==> config.mk <==
export PLATFORM = sky130hd
export DESIGN_NAME = md4_block_flat
export DESIGN_NICKNAME = d
export VERILOG_FILES = /design/src/rtl/md4_block_if.sv /design/src/rtl/md4_block.sv /design/src/flat_wrapper.sv
export SDC_FILE = /design/constraint.sdc
export NUM_CORES = 2
export LEC_CHECK = 0
export BUFFER_PORTS_ARGS = -buffer_cell sky130_fd_sc_hd__buf_4
export CAP_MARGIN = 20
export CORE_AREA = 2 2 296 298
export CTS_BUF_LIST = sky130_fd_sc_hd__clkbuf_16
export DETAILED_ROUTE_END_ITERATION = 6
export DIE_AREA = 0 0 298 300
export PLACE_DENSITY = 0.88
export SYNTH_ARGS = -nofsm -noshare
export SYNTH_HDL_FRONTEND = slang
export SYNTH_SLANG_ARGS = --single-unit
==> constraint.sdc <==
create_clock -name clk -period 75.8 [get_ports clk]
set_input_delay 3.79 -clock clk [delete_from_list [all_inputs] [get_ports clk]]
set_output_delay 3.79 -clock clk [all_outputs]
set_load 0.005 [all_outputs]
==> src/rtl/md4_block_if.sv <==
// Handshake and data bundle between the NT-hash sequencer and the MD4 compression engine.
// The sequencer owns the master side; md4_block owns the slave side.
interface md4_block_if;
  logic         irdy;
  logic [31:0]  in_a;
  logic [31:0]  in_b;
  logic [31:0]  in_c;
  logic [31:0]  in_d;
  logic [511:0] data;
  logic         ordy;
  logic [31:0]  out_a;
  logic [31:0]  out_b;
  logic [31:0]  out_c;
  logic [31:0]  out_d;

  modport master (
    output irdy, in_a, in_b, in_c, in_d, data,
    input  ordy, out_a, out_b, out_c, out_d
  );

  modport slave (
    input  irdy, in_a, in_b, in_c, in_d, data,
    output ordy, out_a, out_b, out_c, out_d
  );
endinterface

==> src/rtl/md4_block.sv <==
// Iterative MD4 compression: one step per clock, 48 steps plus a final feed-forward cycle.
// A rising edge on irdy starts a run; ordy and out_* hold the last result until the next start.
module md4_block (
  input  logic        clk,
  input  logic        rst,
  md4_block_if.slave  bus
);

  localparam logic [1:0] IDLE   = 2'd0;
  localparam logic [1:0] BUSY   = 2'd1;
  localparam logic [1:0] FINISH = 2'd2;

  localparam logic [31:0] K_ROUND2 = 32'h5A827999;
  localparam logic [31:0] K_ROUND3 = 32'h6ED9EBA1;

  logic [1:0]   state_q, state_d;
  logic [5:0]   step_q, step_d;
  logic         irdyPrev_q, irdyPrev_d;
  logic [31:0]  a_q, b_q, c_q, d_q;
  logic [31:0]  a_d, b_d, c_d, d_d;
  logic [31:0]  a0_q, b0_q, c0_q, d0_q;
  logic [31:0]  a0_d, b0_d, c0_d, d0_d;
  logic [511:0] blk_q, blk_d;
  logic [31:0]  outA_q, outB_q, outC_q, outD_q;
  logic [31:0]  outA_d, outB_d, outC_d, outD_d;
  logic         ordy_q, ordy_d;

  logic         start;
  logic [1:0]   round;
  logic [3:0]   idx;
  logic [3:0]   wordSel;
  logic [4:0]   shamt;
  logic [31:0]  fVal;
  logic [31:0]  kConst;
  logic [31:0]  xWord;
  logic [31:0]  sum;
  logic [63:0]  rotWide;
  logic [31:0]  stepT;

  assign start = bus.irdy & ~irdyPrev_q;
  assign xWord = blk_q[{wordSel, 5'd0} +: 32];

  // Round function, message word order and shift amount for the current step.
  // Round 2 visits words column-wise; round 3 visits them in bit-reversed order.
  always_comb begin
    round   = step_q[5:4];
    idx     = step_q[3:0];
    fVal    = '0;
    kConst  = '0;
    wordSel = idx;
    shamt   = 5'd3;
    case (round)
      2'd0: begin
        fVal    = (b_q & c_q) | (~b_q & d_q);
        kConst  = '0;
        wordSel = idx;
        case (idx[1:0])
          2'd0:    shamt = 5'd3;
          2'd1:    shamt = 5'd7;
          2'd2:    shamt = 5'd11;
          default: shamt = 5'd19;
        endcase
      end
      2'd1: begin
        fVal    = (b_q & c_q) | (b_q & d_q) | (c_q & d_q);
        kConst  = K_ROUND2;
        wordSel = {idx[1:0], idx[3:2]};
        case (idx[1:0])
          2'd0:    shamt = 5'd3;
          2'd1:    shamt = 5'd5;
          2'd2:    shamt = 5'd9;
          default: shamt = 5'd13;
        endcase
      end
      default: begin
        fVal    = b_q ^ c_q ^ d_q;
        kConst  = K_ROUND3;
        wordSel = {idx[0], idx[1], idx[2], idx[3]};
        case (idx[1:0])
          2'd0:    shamt = 5'd3;
          2'd1:    shamt = 5'd9;
          2'd2:    shamt = 5'd11;
          default: shamt = 5'd15;
        endcase
      end
    endcase
    sum     = a_q + fVal + xWord + kConst;
    rotWide = {sum, sum} << shamt;
    stepT   = rotWide[63:32];
  end

  // Sequencer: latch inputs on start, run 48 steps, then add the saved state back in.
  always_comb begin
    state_d    = state_q;
    step_d     = step_q;
    irdyPrev_d = bus.irdy;
    a_d = a_q;   b_d = b_q;   c_d = c_q;   d_d = d_q;
    a0_d = a0_q; b0_d = b0_q; c0_d = c0_q; d0_d = d0_q;
    blk_d  = blk_q;
    outA_d = outA_q; outB_d = outB_q; outC_d = outC_q; outD_d = outD_q;
    ordy_d = ordy_q;
    case (state_q)
      IDLE: begin
        if (start) begin
          a0_d = bus.in_a; b0_d = bus.in_b; c0_d = bus.in_c; d0_d = bus.in_d;
          a_d  = bus.in_a; b_d  = bus.in_b; c_d  = bus.in_c; d_d  = bus.in_d;
          blk_d   = bus.data;
          ordy_d  = 1'b0;
          step_d  = '0;
          state_d = BUSY;
        end
      end
      BUSY: begin
        a_d    = d_q;
        b_d    = stepT;
        c_d    = b_q;
        d_d    = c_q;
        step_d = step_q + 6'd1;
        if (step_q == 6'd47) begin
          state_d = FINISH;
        end
      end
      FINISH: begin
        outA_d  = a_q + a0_q;
        outB_d  = b_q + b0_q;
        outC_d  = c_q + c0_q;
        outD_d  = d_q + d0_q;
        ordy_d  = 1'b1;
        state_d = IDLE;
      end
      default: state_d = IDLE;
    endcase
  end

  always_ff @(posedge clk or posedge rst) begin
    if (rst) begin
      state_q    <= IDLE;
      step_q     <= '0;
      irdyPrev_q <= 1'b0;
      a_q  <= '0; b_q  <= '0; c_q  <= '0; d_q  <= '0;
      a0_q <= '0; b0_q <= '0; c0_q <= '0; d0_q <= '0;
      blk_q  <= '0;
      outA_q <= '0; outB_q <= '0; outC_q <= '0; outD_q <= '0;
      ordy_q <= 1'b0;
    end else begin
      state_q    <= state_d;
      step_q     <= step_d;
      irdyPrev_q <= irdyPrev_d;
      a_q  <= a_d;  b_q  <= b_d;  c_q  <= c_d;  d_q  <= d_d;
      a0_q <= a0_d; b0_q <= b0_d; c0_q <= c0_d; d0_q <= d0_d;
      blk_q  <= blk_d;
      outA_q <= outA_d; outB_q <= outB_d; outC_q <= outC_d; outD_q <= outD_d;
      ordy_q <= ordy_d;
    end
  end

  assign bus.ordy  = ordy_q;
  assign bus.out_a = outA_q;
  assign bus.out_b = outB_q;
  assign bus.out_c = outC_q;
  assign bus.out_d = outD_q;

endmodule

==> src/flat_wrapper.sv <==
// flat-port wrapper written by rule: the top's interface ports become plain ports
module md4_block_flat 
  (clk, rst, bus_irdy, bus_in_a, bus_in_b, bus_in_c, bus_in_d, bus_data, bus_ordy, bus_out_a, bus_out_b, bus_out_c, bus_out_d);
  md4_block_if bus_i ();
  input  logic clk;
  input  logic rst;
  input wire logic [$bits(bus_i.irdy)-1:0] bus_irdy;
  input wire logic [$bits(bus_i.in_a)-1:0] bus_in_a;
  input wire logic [$bits(bus_i.in_b)-1:0] bus_in_b;
  input wire logic [$bits(bus_i.in_c)-1:0] bus_in_c;
  input wire logic [$bits(bus_i.in_d)-1:0] bus_in_d;
  input wire logic [$bits(bus_i.data)-1:0] bus_data;
  output wire logic [$bits(bus_i.ordy)-1:0] bus_ordy;
  output wire logic [$bits(bus_i.out_a)-1:0] bus_out_a;
  output wire logic [$bits(bus_i.out_b)-1:0] bus_out_b;
  output wire logic [$bits(bus_i.out_c)-1:0] bus_out_c;
  output wire logic [$bits(bus_i.out_d)-1:0] bus_out_d;
  assign bus_i.irdy = bus_irdy;
  assign bus_i.in_a = bus_in_a;
  assign bus_i.in_b = bus_in_b;
  assign bus_i.in_c = bus_in_c;
  assign bus_i.in_d = bus_in_d;
  assign bus_i.data = bus_data;
  assign bus_ordy = bus_i.ordy;
  assign bus_out_a = bus_i.out_a;
  assign bus_out_b = bus_i.out_b;
  assign bus_out_c = bus_i.out_c;
  assign bus_out_d = bus_i.out_d;
  md4_block u_core (.clk(clk), .rst(rst), .bus(bus_i));
endmodule
==> metrics.cfg <==
[yosys]
synth_top_area_share = 0.445
synth_enable_flop_cells = 0
ys_ff_latch = 906
synth_area_per_cell_um2 = 8.73
async_flop_share = 1.00
yosysWarnings = 0
syn_nets = 6734
synth_cells = 5833
synth_top_area_cell = dfrtp_1
yosys.cell_types.count = 91
syn_area_um2 = 50900
synth.area.top_cells = dfrtp_1 45%, nand2_1 18%, mux4_2 5.5%
seq_area_frac_synth = 0.445
ys.flop_type = dfrtp_1

[worst_setup_path]
crit_family = compound AO/OA/AOI/OAI gates
path_buf_inv = 5
cp.arrival_ns = 8.99
crit_type = reg -> reg
crit_fanout = 87
end_kind = flip-flop
cp_cell_sequence = buf_4 -> mux2i_1 -> o21ai_4 -> buf_12 -> buf_4 -> mux4_2 -> nand2_1 -> and3_1 -> a21oi_1 -> fa_1 -> inv_1 -> fa_1 -> inv_1 -> ha_1 -> a21oi_1 -> o22ai_1 -> a31oi_2 -> or4b_1 -> o2111ai_1 -> mux2_2 -> a222oi_1 -> nor3_1 -> o21ai_0 -> o311ai_0
critical_path.startpoint_type = flip-flop
max_stage_delay_ns = 0.82
required_ns = 76.28
reg2reg_slack_ns = 67.29
slowest_stage = buf_4

[timing]
setup_viol = 0
fmax_mhz = 117
setup_slack_ns = 67.29
worst_slew_pin_slew_ns = 1.31
maxSlewViolCount = 0
hold_violations = 0
timing.final.crit_share = 0.112
tns_ns = 0
fin_worst_skew_ns = 0.0851
min_period_ns = 8.51
rsz0062_at_grt = no
slew-limit-headroom = 0.125

[final_layout]
multiInputGateArea_um2 = 26300
final_nets = 7332
area_growth_pct = 19.2
design_area_um2 = 60700
final_cell_mix = 2466 x nand2_1, 905 x dfrtp_1, 813 x buf_4
drive_gt1_frac = 0.175
regArea_um2 = 22700
layout_commonest_cell = nand2_1
n_fill_cell = 6345

[grt]
grt_max_degree = 240
grt_pass1_wl_um = 279000
antenna_found_initial = 20
grt_pass1_vias = 45600
gr-total-overflow = 0
grtUsageTotal = 0.416

[detailed_routing]
drtIter0Drc = 6088
ant_nets = 0
finalWirelength_um = 189000
drc = 3
drtPass1Iterations = 7
avgViaCountPerCell = 6.13
vias = 47000
wl_per_cell_um = 24.6

[clocking]
clk_path_buf_depth = 3
cts_buffers = 93
clock_latency_ns = 0.71
postCtsHoldBufs = 0
h-tree-depth = 3
cts_root_buffer = clkbuf_16
cts.sinks = 906
ctsResizeCount = 0
cts_setup_buffers = 0
cts_tree = done
clk_transition_reported_paths_ns = 0.07

[floorplanning]
initial_utilization = 0.590
coreArea_um2 = 86200
dieArea_um2 = 89400
num_io_pins = 772
placementRows = 108
die_x_um = 298
dieHeight_um = 300

[hold_path]
hold_path_class = reg -> reg

[placement]
place_area_um2 = 57400
dp_hpwl_um = 142000
dp_slack_ns = 67.34
gp_congestion = 0.991
portBuffers = 771

[outcome]
violations = DRC
status = finished with violations

[job]
cap_violations = 0

[sequential cells by signal (all words and copies together) (netlist names), 6 cells and up]
name	cells
u_core.a0_q	32
u_core.a_q	32
u_core.b0_q	32
u_core.b_q	32
u_core.blk_q	512
u_core.bus.out_a	32
u_core.bus.out_b	32
u_core.bus.out_c	32
u_core.bus.out_d	32
u_core.c0_q	32
u_core.c_q	32
u_core.d0_q	32
u_core.d_q	32
u_core.step_q	6
[synthesized netlist by cell type (45+ instances only)]
master and instances:
nand2_1 2466, dfrtp_1 906, o21ai_0 259, clkbuf_1 240
a21oi_1 208, inv_1 191, ha_1 167, mux4_2 124
o211ai_1 121, nor2_1 108, fa_1 91, nand3_1 84
mux2i_1 69, xnor2_1 63, a21o_1 61, xor2_1 57
and3_1 50, nor3_1 45
[path summary, 6_finish.rpt]
kind / end / depth (start not counted) / start
setup / recovery: u_core.b_q[9] / 24 / u_core.step_q[4]
hold reg to reg: u_core.blk_q[234] / 2 / u_core.blk_q[234]
setup reg to reg: u_core.b_q[9] / 24 / u_core.step_q[4]
hold / removal: u_core.blk_q[234] / 2 / u_core.blk_q[234]
max in group asynchronous: u_core.blk_q[293] / 7 / rst
min in group asynchronous: u_core.a0_q[20] / 2 / rst
[tightest hold or removal path: stages, from the launching register on]
cell and delay (ns):
dfrtp_1 0.34, nand2_1 0.05, nand2_1 0.05
[stage by stage]
| step | util | hold slack (ns) | std cells |
|---|---|---|---|
| finish | 0.704 | 0.473 | 7678 |
| global route | 0.704 | 0.487 | 7676 |
| CTS | 0.702 | 0.472 | 7659 |
| detailed placement | 0.665 | 0.457 | 7487 |
| global placement | 0.665 | 0.451 | 7487 |
| floorplan | - | 0.440 | 5833 |
[routing by layer]
layer / up-vias / routed length [µm] / global-route usage
met2: 2906 / 84600 / 0.638
met4: 6 / 18600 / 0.336
li1: 20700 / - / -
met3: 751 / 18500 / 0.0934
met5: - / 46 / 0
met1: 22600 / 67000 / 0.510
[final cells by class]
class / instances / share of cell area
Clock inverter: 78 / 0.0137
Tap cell: 1155 / 0.0238
Antenna cell: 15 / 0.000618
Sequential cell: 906 / 0.374
Clock buffer: 94 / 0.0388
Inverter: 192 / 0.0120
Timing Repair Buffer: 821 / 0.104
Multi-Input combinational cell: 4417 / 0.434
[cell families (layout without fill, tap and decap cells)]
group	count (synthesis)	in the layout	share of synthesized area
AND/OR/NAND/NOR	2880	2880	0.226
AO/OA/AOI/OAI	963	963	0.123
flip-flops	906	906	0.445
buffers and inverters	510	1185	0.0390
adder cells (fa/ha/maj)	258	258	0.0768
multiplexers	196	196	0.0691
XOR/XNOR	120	120	0.0206
other	0	15	0
Power is not shown: default switching activity piles up to over one toggle a cycle in this logic, so the estimate is an artifact.
